$ cat config.mk
export PLATFORM = sky130hd
export DESIGN_NAME = logic_issue_queue_flat
export DESIGN_NICKNAME = d
export VERILOG_FILES = /design/src/rtl/logic_issue_queue_pkg.sv /design/src/rtl/logic_issue_queue_if.sv /design/src/rtl/logic_issue_queue_fifo.sv /design/src/rtl/logic_issue_queue.sv /design/src/flat_wrapper.sv
export SDC_FILE = /design/constraint.sdc
export NUM_CORES = 1
export LEC_CHECK = 0
export BUFFER_PORTS_ARGS = -buffer_cell sky130_fd_sc_hd__buf_2
export CELL_PAD_IN_SITES_DETAIL_PLACEMENT = 1
export CELL_PAD_IN_SITES_GLOBAL_PLACEMENT = 2
export CORE_ASPECT_RATIO = 0.7
export CORE_MARGIN = 1.5
export CORE_UTILIZATION = 30
export DETAILED_ROUTE_END_ITERATION = 10
export PLACE_DENSITY = 0.57
export RECOVER_POWER = 25
export REMOVE_ABC_BUFFERS = 1
export SLEW_MARGIN = 20
export SYNTH_ARGS = -nofsm -noshare
export SYNTH_HDL_FRONTEND = slang
export SYNTH_HIERARCHICAL = 1
export SYNTH_SLANG_ARGS = --single-unit
$ cat constraint.sdc
create_clock -name clk -period 19.1 [get_ports clk]
set_input_delay 3.82 -clock clk [delete_from_list [all_inputs] [get_ports clk]]
set_output_delay 3.82 -clock clk [all_outputs]
set_load 0.1 [all_outputs]
$ cat src/rtl/logic_issue_queue_pkg.sv
// -----------------------------------------------------------------------------
// logic_pkg
// Shared definitions for the logic-unit issue path.
//   - LOP_* opcode encodings (all 8 encodings are legal and passed through)
//   - DATA_W / REG_AW default widths of the logic-unit slot
//   - entry_t : one decoded logic instruction {op, a, b, rd}
// -----------------------------------------------------------------------------
package logic_pkg;

  localparam int DATA_W = 32;
  localparam int REG_AW = 5;

  typedef enum logic [2:0] {
    LOP_AND  = 3'b000,
    LOP_XOR  = 3'b001,
    LOP_NAND = 3'b010,
    LOP_OR   = 3'b011,
    LOP_NOT  = 3'b100,
    LOP_NOR  = 3'b101,
    LOP_NEG  = 3'b110,
    LOP_XNOR = 3'b111
  } lop_e;

  typedef struct packed {
    logic [2:0]        op;
    logic [DATA_W-1:0] a;
    logic [DATA_W-1:0] b;
    logic [REG_AW-1:0] rd;
  } entry_t;

endpackage

$ cat src/rtl/logic_issue_queue_if.sv
// -----------------------------------------------------------------------------
// logic_issue_queue_if
// Bundles the decoder-side handshake, pipeline controls, logic-unit drive and
// writeback signals of logic_issue_queue.
//   master : decoder / pipeline control side (drives in_*, hold, flush)
//   slave  : the issue queue (drives in_ready, lu_*, wb_*, count)
//
// Handshake: an instruction transfers on a rising clk edge where
// in_valid && in_ready. in_ready depends only on registered occupancy, never on
// in_valid, so the decoder may hold in_valid with stable payload until taken.
// hold and flush are level controls sampled on the same edge.
// -----------------------------------------------------------------------------
interface logic_issue_queue_if #(
  parameter int DEPTH  = 4,
  parameter int DATA_W = logic_pkg::DATA_W,
  parameter int REG_AW = logic_pkg::REG_AW
);
  localparam int CNT_W = $clog2(DEPTH + 1);

  logic              in_valid;
  logic              in_ready;
  logic [2:0]        in_op;
  logic [DATA_W-1:0] in_a;
  logic [DATA_W-1:0] in_b;
  logic [REG_AW-1:0] in_rd;
  logic              hold;
  logic              flush;
  logic [2:0]        lu_op;
  logic [DATA_W-1:0] lu_a;
  logic [DATA_W-1:0] lu_b;
  logic              wb_valid;
  logic [REG_AW-1:0] wb_rd;
  logic [CNT_W-1:0]  count;

  modport master (
    output in_valid, in_op, in_a, in_b, in_rd, hold, flush,
    input  in_ready, lu_op, lu_a, lu_b, wb_valid, wb_rd, count
  );

  modport slave (
    input  in_valid, in_op, in_a, in_b, in_rd, hold, flush,
    output in_ready, lu_op, lu_a, lu_b, wb_valid, wb_rd, count
  );

endinterface

$ cat src/rtl/logic_issue_queue_fifo.sv
// -----------------------------------------------------------------------------
// logic_fifo
// Generic DEPTH-entry FIFO (DEPTH a power of two, >= 2) with flush.
//   clk, rst_n : clock, synchronous active-low reset
//   push/wdata : write at tail; ignored when full
//   pop        : advance head; ignored when empty
//   flush      : empties the FIFO; overrides push and pop
//   rdata      : head entry (combinational read of storage)
//   count      : registered occupancy
// -----------------------------------------------------------------------------
module logic_fifo #(
  parameter int DEPTH = 4,
  parameter int W     = 8,
  localparam int CNT_W = $clog2(DEPTH + 1),
  localparam int PTR_W = $clog2(DEPTH)
) (
  input  logic             clk,
  input  logic             rst_n,
  input  logic             push,
  input  logic             pop,
  input  logic             flush,
  input  logic [W-1:0]     wdata,
  output logic [W-1:0]     rdata,
  output logic [CNT_W-1:0] count
);

  logic [PTR_W-1:0] head_q, head_d;
  logic [PTR_W-1:0] tail_q, tail_d;
  logic [CNT_W-1:0] count_q, count_d;
  logic [W-1:0]     mem_q [DEPTH];
  logic [W-1:0]     mem_d [DEPTH];
  logic             push_ok, pop_ok;

  always_comb begin
    push_ok = push && (count_q != CNT_W'(DEPTH));
    pop_ok  = pop && (count_q != '0);
    head_d  = head_q;
    tail_d  = tail_q;
    count_d = count_q;
    mem_d   = mem_q;
    if (flush) begin
      head_d  = '0;
      tail_d  = '0;
      count_d = '0;
    end else begin
      if (push_ok) begin
        mem_d[tail_q] = wdata;
        tail_d        = tail_q + PTR_W'(1);  // power-of-two depth: natural wrap
      end
      if (pop_ok) begin
        head_d = head_q + PTR_W'(1);
      end
      case ({push_ok, pop_ok})
        2'b10:   count_d = count_q + CNT_W'(1);
        2'b01:   count_d = count_q - CNT_W'(1);
        default: count_d = count_q;
      endcase
    end
  end

  always_ff @(posedge clk) begin
    if (!rst_n) begin
      head_q  <= '0;
      tail_q  <= '0;
      count_q <= '0;
    end else begin
      head_q  <= head_d;
      tail_q  <= tail_d;
      count_q <= count_d;
    end
  end

  // Storage needs no reset: occupancy alone decides what is live.
  always_ff @(posedge clk) begin
    mem_q <= mem_d;
  end

  assign rdata = mem_q[head_q];
  assign count = count_q;

endmodule

$ cat src/rtl/logic_issue_queue.sv
// -----------------------------------------------------------------------------
// logic_issue_queue
// Issue stage in front of the VLIW logic-unit slot. Decoded instructions are
// buffered in a DEPTH-entry FIFO and issued one per cycle onto lu_op/lu_a/lu_b.
// The destination register rides a stage-1 register alongside the operands and
// then a writeback register, so wb_valid/wb_rd line up with the logic unit's
// registered result.
//   clk, rst_n : clock, synchronous active-low reset
//   bus        : logic_issue_queue_if.slave (in_* handshake, hold, flush,
//                lu_* drive, wb_valid/wb_rd, count)
// Optional build macro LOGIC_BYPASS_EN: an instruction offered while the queue
// is empty (and neither hold nor flush) issues straight onto lu_* at its accept
// edge, skipping the FIFO and saving one cycle of latency.
// -----------------------------------------------------------------------------
module logic_issue_queue
  import logic_pkg::*;
#(
  parameter int DEPTH  = 4,
  parameter int DATA_W = logic_pkg::DATA_W,
  parameter int REG_AW = logic_pkg::REG_AW
) (
  input logic                 clk,
  input logic                 rst_n,
  logic_issue_queue_if.slave  bus
);

  localparam int CNT_W = $clog2(DEPTH + 1);

  typedef struct packed {
    logic [2:0]        op;
    logic [DATA_W-1:0] a;
    logic [DATA_W-1:0] b;
    logic [REG_AW-1:0] rd;
  } q_entry_t;

  localparam int ENTRY_W = $bits(q_entry_t);

  q_entry_t           in_entry, head_entry, issue_entry;
  logic [ENTRY_W-1:0] fifo_rdata;
  logic [CNT_W-1:0]   count;
  logic               in_ready, do_pop, do_bypass, do_push, do_issue;

  logic [2:0]        lu_op_q, lu_op_d;
  logic [DATA_W-1:0] lu_a_q, lu_a_d;
  logic [DATA_W-1:0] lu_b_q, lu_b_d;
  logic              s1_v_q, s1_v_d;
  logic [REG_AW-1:0] s1_rd_q, s1_rd_d;
  logic              wb_v_q, wb_v_d;
  logic [REG_AW-1:0] wb_rd_q, wb_rd_d;

  assign in_entry   = '{op: bus.in_op, a: bus.in_a, b: bus.in_b, rd: bus.in_rd};
  assign head_entry = q_entry_t'(fifo_rdata);

  always_comb begin
    // Ready from registered occupancy only: a same-cycle pop cannot free a slot.
    in_ready = (count != CNT_W'(DEPTH));
    do_pop   = (count != '0) && !bus.hold && !bus.flush;
`ifdef LOGIC_BYPASS_EN
    do_bypass = (count == '0) && bus.in_valid && !bus.hold && !bus.flush;
`else
    do_bypass = 1'b0;
`endif
    // flush drops any push offered alongside it; a bypassed instruction never
    // enters the FIFO.
    do_push     = bus.in_valid && in_ready && !bus.flush && !do_bypass;
    do_issue    = do_pop || do_bypass;
    issue_entry = do_bypass ? in_entry : head_entry;
  end

  logic_fifo #(
    .DEPTH (DEPTH),
    .W     (ENTRY_W)
  ) u_fifo (
    .clk   (clk),
    .rst_n (rst_n),
    .push  (do_push),
    .pop   (do_pop),
    .flush (bus.flush),
    .wdata (in_entry),
    .rdata (fifo_rdata),
    .count (count)
  );

  always_comb begin
    lu_op_d = lu_op_q;
    lu_a_d  = lu_a_q;
    lu_b_d  = lu_b_q;
    s1_rd_d = s1_rd_q;
    s1_v_d  = do_issue;
    // The stage-1 instruction is the one the logic unit captures at this edge;
    // flush squashes it, but a writeback already on the bus is left alone.
    wb_v_d  = s1_v_q && !bus.flush;
    wb_rd_d = s1_rd_q;
    if (do_issue) begin
      lu_op_d = issue_entry.op;
      lu_a_d  = issue_entry.a;
      lu_b_d  = issue_entry.b;
      s1_rd_d = issue_entry.rd;
    end
  end

  always_ff @(posedge clk) begin
    if (!rst_n) begin
      lu_op_q <= '0;
      lu_a_q  <= '0;
      lu_b_q  <= '0;
      s1_v_q  <= 1'b0;
      s1_rd_q <= '0;
      wb_v_q  <= 1'b0;
      wb_rd_q <= '0;
    end else begin
      lu_op_q <= lu_op_d;
      lu_a_q  <= lu_a_d;
      lu_b_q  <= lu_b_d;
      s1_v_q  <= s1_v_d;
      s1_rd_q <= s1_rd_d;
      wb_v_q  <= wb_v_d;
      wb_rd_q <= wb_rd_d;
    end
  end

  assign bus.in_ready = in_ready;
  assign bus.count    = count;
  assign bus.lu_op    = lu_op_q;
  assign bus.lu_a     = lu_a_q;
  assign bus.lu_b     = lu_b_q;
  assign bus.wb_valid = wb_v_q;
  assign bus.wb_rd    = wb_rd_q;

endmodule

$ cat src/flat_wrapper.sv
// flat-port wrapper written by rule: the top's interface ports become plain ports
module logic_issue_queue_flat import logic_pkg::*;
#(
  parameter int DEPTH  = 4,
  parameter int DATA_W = logic_pkg::DATA_W,
  parameter int REG_AW = logic_pkg::REG_AW
)
  (clk, rst_n, bus_in_valid, bus_in_op, bus_in_a, bus_in_b, bus_in_rd, bus_hold, bus_flush, bus_in_ready, bus_lu_op, bus_lu_a, bus_lu_b, bus_wb_valid, bus_wb_rd, bus_count);
  logic_issue_queue_if #(.DEPTH(DEPTH), .DATA_W(DATA_W), .REG_AW(REG_AW)) bus_i ();
  input logic clk;
  input logic rst_n;
  input wire logic [$bits(bus_i.in_valid)-1:0] bus_in_valid;
  input wire logic [$bits(bus_i.in_op)-1:0] bus_in_op;
  input wire logic [$bits(bus_i.in_a)-1:0] bus_in_a;
  input wire logic [$bits(bus_i.in_b)-1:0] bus_in_b;
  input wire logic [$bits(bus_i.in_rd)-1:0] bus_in_rd;
  input wire logic [$bits(bus_i.hold)-1:0] bus_hold;
  input wire logic [$bits(bus_i.flush)-1:0] bus_flush;
  output wire logic [$bits(bus_i.in_ready)-1:0] bus_in_ready;
  output wire logic [$bits(bus_i.lu_op)-1:0] bus_lu_op;
  output wire logic [$bits(bus_i.lu_a)-1:0] bus_lu_a;
  output wire logic [$bits(bus_i.lu_b)-1:0] bus_lu_b;
  output wire logic [$bits(bus_i.wb_valid)-1:0] bus_wb_valid;
  output wire logic [$bits(bus_i.wb_rd)-1:0] bus_wb_rd;
  output wire logic [$bits(bus_i.count)-1:0] bus_count;
  assign bus_i.in_valid = bus_in_valid;
  assign bus_i.in_op = bus_in_op;
  assign bus_i.in_a = bus_in_a;
  assign bus_i.in_b = bus_in_b;
  assign bus_i.in_rd = bus_in_rd;
  assign bus_i.hold = bus_hold;
  assign bus_i.flush = bus_flush;
  assign bus_in_ready = bus_i.in_ready;
  assign bus_lu_op = bus_i.lu_op;
  assign bus_lu_a = bus_i.lu_a;
  assign bus_lu_b = bus_i.lu_b;
  assign bus_wb_valid = bus_i.wb_valid;
  assign bus_wb_rd = bus_i.wb_rd;
  assign bus_count = bus_i.count;
  logic_issue_queue #(.DEPTH(DEPTH), .DATA_W(DATA_W), .REG_AW(REG_AW)) u_core (.clk(clk), .rst_n(rst_n), .bus(bus_i));
endmodule
# Yosys cells after proc, flatten, opt, wreduce, memory -nomap -nowiden
# Cells that the tools add are included.
[totals]
input_bits = 77
output_inout_bits = 77
reg_bits = 374
[op_classes]
bitwise_logic = 4
reduce_logical = 14
eq_ne = 3
n_lt_le_gt_ge = 3
addsub = 4
muxes = 7
[op_table]
columns = ["op", "count"]
rows = [
  ["$bwmux 288", 1],
  ["$mux 72", 3],
  ["$bmux 72 s2", 1],
  ["$demux 72 s2", 1],
  ["$logic_and 1x1->1", 8],
  ["$ge 3x3->1 const B", 2],
  ["$not 2->3", 2],
  ["$pmux 3 s2", 1],
  ["$add 2x1->2 const B", 2],
  ["$add 3x1->3 const B", 1],
  ["$lt 3x1->1 const B", 1],
  ["$ne 3x3->1 const B", 1],
  ["$reduce_bool 3->1", 1],
  ["$sub 3x1->3 const B", 1],
  ["$eq 2x1->1 const B", 1],
  ["$eq 2x2->1 const B", 1],
  ["$logic_not 1->1", 2],
  ["$not 1->1", 2],
  ["$reduce_and 2->1", 1],
  ["$reduce_bool 2->1", 1],
  ["$reduce_or 2->1", 1],
]

# Logic depth before layout (Yosys ltp)
# Gate-level depths: netlist of the first run.
[depth]
word_depth = 6
depth_mapped = 11
ltp_nobuf = 10

# Cells and area by module
# Netlist of the first run, hierarchy kept.
[modules_own_cells]
columns = ["mod", "cells_each", "seq_area_each_um2", "area_per_inst_um2", "instances"]
rows = [
  ["logic_fifo", 424, 8788.4, 10820.4, 1],
  ["logic_issue_queue", 331, 1581.5, 3061.7, 1],
]

# Worst setup path before layout of the first run
# No wires, ideal clock.
[synth_path]
path_type = "input to register"
start = "input port bus_flush"
end = "register u_core/u_fifo/mem_q[0] (netlist bit), enable pin"
t_arrival_ns = 9.494
setup_slack_ns = 9.001
required_ns = 18.495
cell_stages = 3
n_path_buf = 0
path_cell_list = "and3b_1 -> nand2_1 -> nor3b_1"
[synth_via]
elab_chain_cells = 4
elab_cells_between_ends = 5
classes_between = "bitwise: 1; reduce/logical: 4"
[synth_rtl]
columns = ["element", "line", "rtl"]
rows = [
  ["from (decl)", "flat_wrapper.sv:18", "input wire logic [$bits(bus_i.flush)-1:0] bus_flush;"],
  ["$logic_not 1->1", "logic_issue_queue.sv:65", "do_push = bus.in_valid && in_ready && !bus.flush && !do_bypass;"],
  ["$logic_and 1x1->1", "logic_issue_queue.sv:65", ""],
  ["$logic_and 1x1->1", "logic_issue_queue_fifo.sv:35", "push_ok = push && (count_q != CNT_W'(DEPTH));"],
  ["$reduce_and 2->1 (no line) (*)", "-", ""],
  ["to (signal assigned)", "logic_issue_queue_fifo.sv:75", "mem_q <= mem_d;"],
  ["to (decl)", "logic_issue_queue_fifo.sv:30", "logic [W-1:0] mem_q [DEPTH];"],
]
# Mark *: on every way between the ends. The rest lies on a longest branch, timed or not.
# A chain may end at the register's enable or synchronous reset.

# Final worst setup path of the first run
[layout_path]
start = "input port bus_flush"
end = "register u_core.u_fifo.count_q[2] (netlist: u_core/u_fifo/count[2])"
[layout_via]
elab_chain_cells = 5
elab_cells_between_ends = 10
classes_between = "eq/ne: 2; mux: 1; reduce/logical: 7"
[layout_rtl]
columns = ["element", "line", "rtl"]
rows = [
  ["$logic_not 1->1 (*)", "logic_issue_queue.sv:57", "do_pop = (count != '0) && !bus.hold && !bus.flush;"],
  ["$logic_and 1x1->1 (*)", "logic_issue_queue.sv:57", ""],
  ["$logic_and 1x1->1 (*)", "logic_issue_queue_fifo.sv:36", "pop_ok = pop && (count_q != '0);"],
  ["net u_core.u_fifo.pop_ok", "logic_issue_queue_fifo.sv:32", "logic push_ok, pop_ok;"],
  ["$eq 2x1->1 / $eq 2x2->1 (equally long branches)", "logic_issue_queue_fifo.sv:53", "case ({push_ok, pop_ok})"],
  ["$pmux 3 s2 / $reduce_bool 2->1 (equally long branches)", "-", ""],
  ["to (signal assigned)", "logic_issue_queue_fifo.sv:69", "count_q <= count_d;"],
  ["to (decl)", "logic_issue_queue_fifo.sv:29", "logic [CNT_W-1:0] count_q, count_d;"],
]
# The timed path passes the listed nets; every way through them passes the cells marked *.

==> results.json, run 1 <==
{
  "run_status": "finished, final reports clean",
  "fin_nets": 1006,
  "pin_count": 154,
  "post_synth_edffs": 288,
  "postSynth.asyncResetShare": 0,
  "synth_xor_xnor_area_share": 0.00252,
  "initial_core_utilization": 0.306,
  "synth_seq_area_share": 0.747,
  "grt_start_max_net_pins": 77,
  "avgRoutedWirePerCell_um": 19.8,
  "worstMarginPinSlew_ns": 0.979,
  "hold_class": "reg -> reg",
  "finalSetupTns_ns": 0,
  "placed_cell_area_um2": 15300,
  "max_h_tree_level": 2,
  "viasPerCell": 4.50,
  "first_global_vias": 7658,
  "grt_remaining_overflow": 0,
  "setup_violations": 0,
  "area.growth.synth_to_final_pct": 18.5,
  "finalCoreUtilization": 0.363,
  "io_buffer_count": 153,
  "mostFrequentLayoutCells": "sky130_fd_sc_hd__edfxtp_1, sky130_fd_sc_hd__nand2_1, sky130_fd_sc_hd__buf_2",
  "muxShareOfSynthArea": 0.169,
  "worstSetupEndpointType": "flop",
  "irDropWorstVdd_mv": 0.0544,
  "finalCritPeriodShare": 0.302,
  "post-cts-setup-buffer-count": 0,
  "synth.yosys.warnings": 6,
  "fp-row-count": 65,
  "grt_first_pass_wirelength_um": 46800,
  "ctsResizeCount": 0,
  "drc": 0,
  "clkLatencyLatePin_ns": 0.53,
  "detailed_placement_hpwl_um": 17800,
  "floorplan.die_area_um2": 47600,
  "avgSynthCellArea_um2": 18.4,
  "clk_pin_slew_worst_paths_ns": 0.06,
  "synth_compound_gate_area_share": 0.00379,
  "finalInstanceArea_um2": 16500,
  "wirelength_um": 30800,
  "netlist-cell-type-count": 27,
  "cellLeakagePower_nw": 5.46,
  "track_usage": 0.130,
  "width_of_the_die_um": 260,
  "pwr_density_cell_nw_per_um2": 102,
  "ys_seq_elements": 374,
  "fmaxAchievable_mhz": 173,
  "design.core.area_um2": 45400,
  "detail-route-antenna-nets": 0,
  "initialDrtViolationCount": 317,
  "cts_tree": "yes",
  "post_synth_and_or_nand_nor_area_fraction": 0.0492,
  "drive_gt1_frac": 0.267,
  "antenna_found_initial": 2,
  "dominant_combinational_cell_family_by_area_after_synthesis": "multiplexers",
  "buffer_levels_on_the_longest_clock_path": 3,
  "synth_ff_type": "sky130_fd_sc_hd__edfxtp_1",
  "highest_net_fanout_along_the_worst_path": 34,
  "detail_route.first_pass.iterations": 6,
  "gate_count_post_synth": 755,
  "worst_clock_skew_ns": 0.0111,
  "grt_setup_unrepaired": "false",
  "path_class": "in -> reg",
  "synthAdderAreaFrac": 0.00595,
  "post-route-min-period_ns": 5.76,
  "place.gp.congestion": 0.647,
  "cp.required_ns": 19.55,
  "die_y_um": 183,
  "cts_buffers": 40,
  "maxSlewHeadroom": 0.347,
  "worst_setup_path_start_kind": "primary input",
  "crit_arrival_ns": 6.22,
  "ctsRootBufferMaster": "sky130_fd_sc_hd__clkbuf_16",
  "num_vias": 7004,
  "clock-sinks": 374,
  "drv_slew": 0,
  "most_frequent_standard_cell_in_the_layout_excluding_fill_and_tap_cells": "sky130_fd_sc_hd__edfxtp_1",
  "synth.cell_area_um2": 13900,
  "max_cap_viol_count": 0,
  "cts_hold_buf": 0,
  "finalHoldViolCount": 0
}
cell type report:
cell class | instances | area, um2
diodes | 2 | 5.00
clock inverters | 12 | 90.1
well taps | 603 | 754
fillers | 4599 | 28900
flip-flops and latches | 374 | 10400
inverters | 11 | 41.3
repair buffers | 166 | 803
clock buffers | 60 | 1160
multi-input cells | 330 | 3220
where the power goes:
group	total [mW]	internal [mW]	switching (mW)
clock network	0.744	0.433	0.311
registers	0.885	0.882	0.00237
logic	0.0502	0.0133	0.0369
metal layers:
metal	wire length (um)	GRT usage
met5	0	0
met4	553	0.0328
met3	1400	0.0300
met2	14300	0.206
met1	14500	0.180
worst paths after layout:
kind	startpoint	endpoint	slack [ns]	cells after the start
worst max-delay path	bus_flush	u_core/u_fifo/count[2]$_SDFFE_PP0P_	13.34	10
worst max register to register	u_core/u_fifo/count[0]$_SDFFE_PP0P_	u_core/u_fifo/count[2]$_SDFFE_PP0P_	16.25	10
worst min-delay path	u_core/s1_rd_q[3]$_SDFFE_PN0P_	u_core/bus.wb_rd[3]$_SDFF_PN0_	0.44	2
worst min register to register	u_core/s1_rd_q[3]$_SDFFE_PN0P_	u_core/bus.wb_rd[3]$_SDFF_PN0_	0.44	2
critical path: stages:
cell	delay, ns
sky130_fd_sc_hd__buf_2	0.17
sky130_fd_sc_hd__nor3_4	0.18
sky130_fd_sc_hd__buf_4	0.54
sky130_fd_sc_hd__o31a_1	0.27
sky130_fd_sc_hd__ha_1	0.19
sky130_fd_sc_hd__inv_1	0.06
sky130_fd_sc_hd__fa_1	0.37
sky130_fd_sc_hd__xor2_1	0.16
sky130_fd_sc_hd__or3_1	0.31
sky130_fd_sc_hd__a21oi_1	0.14
per-stage QoR:
step / setup slack [ns] / hold slack (ns) / total power, mW / instances
2_1_floorplan: 9.00 / 0.403 / 0.928 / 715
3_3_place_gp: 12.78 / 0.431 / 0.954 / 1484
3_5_place_dp: 12.77 / 0.425 / 0.955 / 1484
4_1_cts: 13.32 / 0.440 / 1.71 / 1556
5_1_grt: 13.19 / 0.469 / 1.74 / 1556
6_report: 13.34 / 0.436 / 1.68 / 1558
Yosys cell counts, types with 3 or more instances:
library cell               count  area share
sky130_fd_sc_hd__nor2_1        6      0.0016
sky130_fd_sc_hd__ha_1          5      0.0045
sky130_fd_sc_hd__dfxtp_1      86        0.12
sky130_fd_sc_hd__a21oi_1       4      0.0014
sky130_fd_sc_hd__xor2_1        3      0.0019
sky130_fd_sc_hd__inv_1        11      0.0030
sky130_fd_sc_hd__edfxtp_1    288        0.62
sky130_fd_sc_hd__clkbuf_1     14      0.0038
sky130_fd_sc_hd__buf_6        14       0.011
sky130_fd_sc_hd__mux2i_1      72       0.052
sky130_fd_sc_hd__nor3b_1       5      0.0027
sky130_fd_sc_hd__buf_2        10      0.0036
sky130_fd_sc_hd__mux4_2       72        0.12
sky130_fd_sc_hd__nand2_1     146       0.039
sky130_fd_sc_hd__o21ai_0       3      0.0011
sequential cells by signal, indices dropped and copies added (netlist names):
name and cells:
u_core/u_fifo/head_q 2, u_core/s1_rd_q 5, u_core/u_fifo/tail_q 2, u_core/bus.lu_op 3, u_core/u_fifo/mem_q 288, u_core/bus.lu_b 32
u_core/bus.wb_valid 1, u_core/s1_v_q 1, u_core/u_fifo/count 3, u_core/bus.lu_a 32, u_core/bus.wb_rd 5
cell families after synthesis:
family | after synthesis
fa+ha+maj | 6
buf+inv | 51
flops | 374
xor+xnor | 4
compound gates | 9
mux | 144
simple gates | 167
Note: power is estimated with default switching activity, not from simulation.
==> inputs of run 2 (changes only) <==
PLACE_DENSITY = 0.59   (was 0.57)
clock period = 4.77 ns   (was 19.1 ns; I/O delays follow)
==> results.json, run 2 (synthesis gave the netlist of run 1 again) <==
{
  "worst_hold_path.num_cells": 2,
  "worst_setup_path_start_kind": "flop",
  "num_vias": 6915,
  "wirelength_um": 30000,
  "track_usage": 0.129,
  "area_of_the_multi_input_gates_um2": 3220,
  "ctsResizeCount": 0,
  "grt_setup_unrepaired": "false",
  "buffer_levels_on_the_longest_clock_path": 3,
  "drc": 0,
  "worst_clock_skew_ns": 0.0222,
  "run_status": "finished, final reports clean",
  "fin_nets": 1002,
  "finalSetupTns_ns": 0,
  "worstMarginPinSlew_ns": 0.943,
  "grt_remaining_overflow": 0,
  "cts_hold_buf": 0,
  "drv_slew": 0,
  "cp.required_ns": 3.82,
  "post-route-min-period_ns": 2.60,
  "largest_reg_flops": 288,
  "fmaxAchievable_mhz": 385,
  "max_h_tree_level": 2,
  "max_cap_viol_count": 0,
  "netSwitchingFraction": 0.200,
  "cellLeakagePower_nw": 5.52,
  "mostFrequentLayoutCells": "sky130_fd_sc_hd__edfxtp_1, sky130_fd_sc_hd__nand2_1, sky130_fd_sc_hd__buf_2",
  "grt_start_max_net_pins": 84,
  "hold_class": "reg -> reg",
  "crit_arrival_ns": 1.65,
  "io_buffer_count": 153,
  "antenna_found_initial": 5,
  "finalHoldViolCount": 0,
  "irDropWorstVdd_mv": 0.229,
  "area.growth.synth_to_final_pct": 20.0,
  "fillCellCount": 4626,
  "fp-row-count": 65,
  "detail-route-antenna-nets": 0,
  "worstRegToRegCells": 8,
  "setup_violations": 0,
  "regArea_um2": 10400,
  "share_of_power_burned_in_registers": 0.504,
  "viasPerCell": 4.45,
  "highest_net_fanout_along_the_worst_path": 9,
  "clk_pin_slew_worst_paths_ns": 0.06,
  "register_with_the_most_flip_flops": "u_core/u_fifo/mem_q",
  "p_clk_frac": 0.468,
  "floorplan.die_area_um2": 47600,
  "cell_internal_pwr_mw": 5.62,
  "worstSetupEndpointType": "output pin",
  "design.core.area_um2": 45400,
  "grt_first_pass_wirelength_um": 46300,
  "cts_buffers": 40,
  "most_frequent_standard_cell_in_the_layout_excluding_fill_and_tap_cells": "sky130_fd_sc_hd__edfxtp_1",
  "pin_count": 154,
  "detailed_placement_hpwl_um": 16900,
  "first_global_vias": 7546,
  "clock-sinks": 374,
  "initialDrtViolationCount": 280,
  "cts_tree": "yes",
  "path_class": "reg -> out",
  "width_of_the_die_um": 260,
  "die_y_um": 183,
  "post-cts-setup-buffer-count": 0,
  "pwr_density_cell_nw_per_um2": 422,
  "drive_gt1_frac": 0.264,
  "power_switching_mw": 1.41,
  "clkLatencyLatePin_ns": 0.54,
  "initial_core_utilization": 0.306,
  "detail_route.first_pass.iterations": 4,
  "avgRoutedWirePerCell_um": 19.3,
  "place.gp.congestion": 0.677,
  "maxSlewHeadroom": 0.371,
  "finalCritPeriodShare": 0.545,
  "pwr-share-comb": 0.028,
  "power_mw": 7.03,
  "ctsRootBufferMaster": "sky130_fd_sc_hd__clkbuf_16"
}
## run 2: per-layer routing
layer | vias to the layer above | wire, um | GRT usage
li1 | 3206 | - | -
met3 | 47 | 1600 | 0.0368
met1 | 3536 | 13600 | 0.170
met4 | 8 | 455 | 0.0310
met5 | - | 48 | 0
met2 | 118 | 14300 | 0.209
## run 2: layout make-up
cell class	instances	area share
well taps	603	0.0453
flip-flops and latches	374	0.623
clock buffers	50	0.0667
repair buffers	162	0.0511
clock inverters	24	0.0181
inverters	11	0.00248
multi-input cells	330	0.193
diodes	1	0.000150
## run 2: worst paths after layout
path,startpoint,endpoint,slack [ns]
hold / removal,u_core/s1_rd_q[2]$_SDFFE_PN0P_,u_core/bus.wb_rd[2]$_SDFF_PN0_,0.44
setup / recovery,u_core/u_fifo/count[1]$_SDFFE_PP0P_,bus_in_ready,2.17
setup reg to reg,u_core/u_fifo/count[2]$_SDFFE_PP0P_,u_core/u_fifo/count[2]$_SDFFE_PP0P_,2.27
hold reg to reg,u_core/s1_rd_q[2]$_SDFFE_PN0P_,u_core/bus.wb_rd[2]$_SDFF_PN0_,0.44
## run 2: power groups by stage
stage / Clock (mW) / Combinational [mW] / Sequential (mW)
after floorplan: 0 / 0.0562 / 3.66
after global placement: 0 / 0.207 / 3.61
after detailed placement: 0 / 0.210 / 3.61
after CTS: 3.39 / 0.211 / 3.54
after global routing: 3.52 / 0.219 / 3.54
final: 3.29 / 0.200 / 3.54
## run 2: worst max-delay path, cell delays in order, from the launching register on
cell and delay, ns:
sky130_fd_sc_hd__dfxtp_1 0.49, sky130_fd_sc_hd__nor2_1 0.08, sky130_fd_sc_hd__nand2_1 0.09, sky130_fd_sc_hd__buf_2 0.43
## run 2: stage by stage
| stage | setup WS, ns | hold slack (ns) | instances | instance area (um2) | util |
|---|---|---|---|---|---|
| CTS | 2.13 | 0.442 | 1554 | 16700 | 0.368 |
| finish | 2.17 | 0.436 | 1555 | 16700 | 0.367 |
| floorplan | -3.45 | 0.403 | 715 | 13600 | - |
| detailed placement | 1.71 | 0.426 | 1480 | 15300 | 0.337 |
| global route | 2.07 | 0.461 | 1554 | 16700 | 0.367 |
| global placement | 1.73 | 0.419 | 1480 | 15300 | 0.337 |
==> inputs of run 3 (changes only) <==
PLACE_DENSITY = 0.57   (was 0.59)
clock period = 2.57 ns   (was 4.77 ns; I/O delays follow)
==> results.json, run 3 (synthesis gave the netlist of run 1 again) <==
{
  "run_status": "finished, final reports clean",
  "max_cap_viol_count": 0,
  "finalHoldViolCount": 0,
  "critical_path.max_stage_delay_ns": 0.47,
  "avgRoutedWirePerCell_um": 19.6,
  "setup_violations": 0,
  "most_frequent_standard_cell_in_the_layout_excluding_fill_and_tap_cells": "sky130_fd_sc_hd__edfxtp_1",
  "crit_arrival_ns": 2.77,
  "clk_pin_slew_worst_paths_ns": 0.06,
  "clkLatencyLatePin_ns": 0.53,
  "post-route-min-period_ns": 2.31,
  "cp.required_ns": 3.03,
  "track_usage": 0.132,
  "netSwitchingFraction": 0.209,
  "drive_gt1_frac": 0.277,
  "fin_nets": 1019,
  "area.growth.synth_to_final_pct": 20.5,
  "worstSetupEndpointType": "flop",
  "power_switching_mw": 2.62,
  "register_with_the_most_flip_flops": "u_core/u_fifo/mem_q",
  "finalCritPeriodShare": 0.898,
  "design.core.area_um2": 45400,
  "first_global_vias": 7623,
  "pin_count": 154,
  "cts_hold_buf": 0,
  "initialDrtViolationCount": 316,
  "width_of_the_die_um": 260,
  "antenna_found_initial": 1,
  "detail_route.first_pass.iterations": 4,
  "layoutNonFillerInstCount": 1570,
  "pwr_density_cell_nw_per_um2": 747,
  "fmaxAchievable_mhz": 433,
  "viasPerCell": 4.49,
  "cpMaxStageDelayCell": "sky130_fd_sc_hd__dfxtp_1",
  "critical_path.cell_chain": "or3b_1, nand2_1, ha_1, inv_1, fa_1, xor2_1, or3_1, a21oi_1",
  "finalInstanceArea_um2": 16700,
  "drv_slew": 0,
  "post-cts-setup-buffer-count": 0,
  "pwr-share-comb": 0.031,
  "maxSlewHeadroom": 0.602,
  "grt_start_max_net_pins": 75,
  "fillCellCount": 4576,
  "cts_tree": "yes",
  "detailed_placement_hpwl_um": 18800,
  "largest_reg_flops": 288,
  "ctsRootBufferMaster": "sky130_fd_sc_hd__clkbuf_16",
  "initial_core_utilization": 0.306,
  "irDropWorstVdd_mv": 0.468,
  "worst_clock_skew_ns": 0.0101,
  "hold_class": "in -> reg",
  "timing.critical_path.max_delay_family": "simple AND/OR/NAND/NOR gates",
  "grt_remaining_overflow": 0,
  "die_y_um": 183,
  "max_h_tree_level": 2,
  "floorplan.die_area_um2": 47600,
  "worst_setup_path_start_kind": "flop",
  "ctsResizeCount": 0,
  "placed_cell_area_um2": 15500,
  "path_class": "reg -> reg",
  "detail-route-antenna-nets": 0,
  "wirelength_um": 30800,
  "highest_net_fanout_along_the_worst_path": 9,
  "mostFrequentLayoutCells": "sky130_fd_sc_hd__edfxtp_1, sky130_fd_sc_hd__nand2_1, sky130_fd_sc_hd__buf_2",
  "placed_cells_incl_taps": 1497,
  "drc": 0,
  "place.gp.congestion": 0.685,
  "cell_internal_pwr_mw": 9.88,
  "worstMarginPinSlew_ns": 0.597,
  "io_buffer_count": 153,
  "worstPathBufferInverterCount": 1,
  "share_of_power_burned_in_registers": 0.526,
  "p_clk_frac": 0.443,
  "buffer_levels_on_the_longest_clock_path": 3,
  "num_vias": 7047,
  "fp-row-count": 65,
  "cellLeakagePower_nw": 5.58,
  "grt_setup_unrepaired": "false",
  "clock-sinks": 374,
  "cts_buffers": 40,
  "grt_first_pass_wirelength_um": 47200
}
-- run 3: cell count changes in the layout (fill, tap and decap cells not counted), sizes merged --
cell and delta:
clkinvlp -3, clkinv +5, inv +1, buf +17
bufinv -5
-- run 3: power by group through the flow --
stage,logic [mW],clock network (mW),registers (mW)
final,0.390,5.53,6.57
after global routing,0.426,6.01,6.57
after CTS,0.413,5.76,6.57
after detailed placement,0.412,0,6.70
after global placement,0.407,0,6.70
after floorplan,0.104,0,6.79
-- run 3: final timing paths --
path,from,to,slack (ns),depth (start not counted)
setup reg to reg,u_core/u_fifo/count[2]$_SDFFE_PP0P_,u_core/u_fifo/count[2]$_SDFFE_PP0P_,0.26,8
hold / removal,bus_in_a[19],u_core/u_fifo/mem_q[128]$_DFFE_PP_,0.21,1
setup / recovery,u_core/u_fifo/count[2]$_SDFFE_PP0P_,u_core/u_fifo/count[2]$_SDFFE_PP0P_,0.26,8
hold reg to reg,u_core/s1_rd_q[1]$_SDFFE_PN0P_,u_core/bus.wb_rd[1]$_SDFF_PN0_,0.43,2
-- run 3: worst register-to-register path: cells and delay by family, from the launching register on --
kind | cells | cell delay [ns]
DFF | 1 | 0.47
buffers and inverters | 1 | 0.06
AOI/OAI and AO/OA | 1 | 0.14
and+or+nand+nor | 3 | 0.85
adders and majority gates | 2 | 0.57
xor gates and xnor gates | 1 | 0.16
-- run 3: cell type report --
cell class              instances  area [um2]  share of cell area
clock buffers                  50        1090              0.0652
multi-input cells             330        3220               0.193
inverters                      11        41.3             0.00247
well taps                     603         754              0.0451
repair buffers                179        1080              0.0643
clock inverters                22         163             0.00972
diodes                          1        2.50            0.000150
flip-flops and latches        374       10400               0.620
-- run 3: metal layers --
| metal | vias to the layer above | part of all wire | GRT usage | wire length (um) |
|---|---|---|---|---|
| met2 | 122 | 0.47 | 0.212 | 14600 |
| li1 | 3242 | - | - | - |
| met4 | 2 | 0.017 | 0.0349 | 534 |
| met3 | 42 | 0.040 | 0.0282 | 1220 |
| met5 | - | 0.00039 | 0 | 12 |
| met1 | 3639 | 0.47 | 0.180 | 14500 |
-- run 3: stage by stage --
step,power (mW),utilization,hold slack [ns],setup TNS (ns),setup WS (ns)
after global routing,13.0,0.369,0.201,0,0.140
after floorplan,6.90,-,0.403,-1876.60,-5.65
after global placement,7.11,0.342,0.421,0,0.195
after detailed placement,7.12,0.342,0.422,0,0.177
after CTS,12.7,0.370,0.158,0,0.257
final,12.5,0.369,0.213,0,0.262
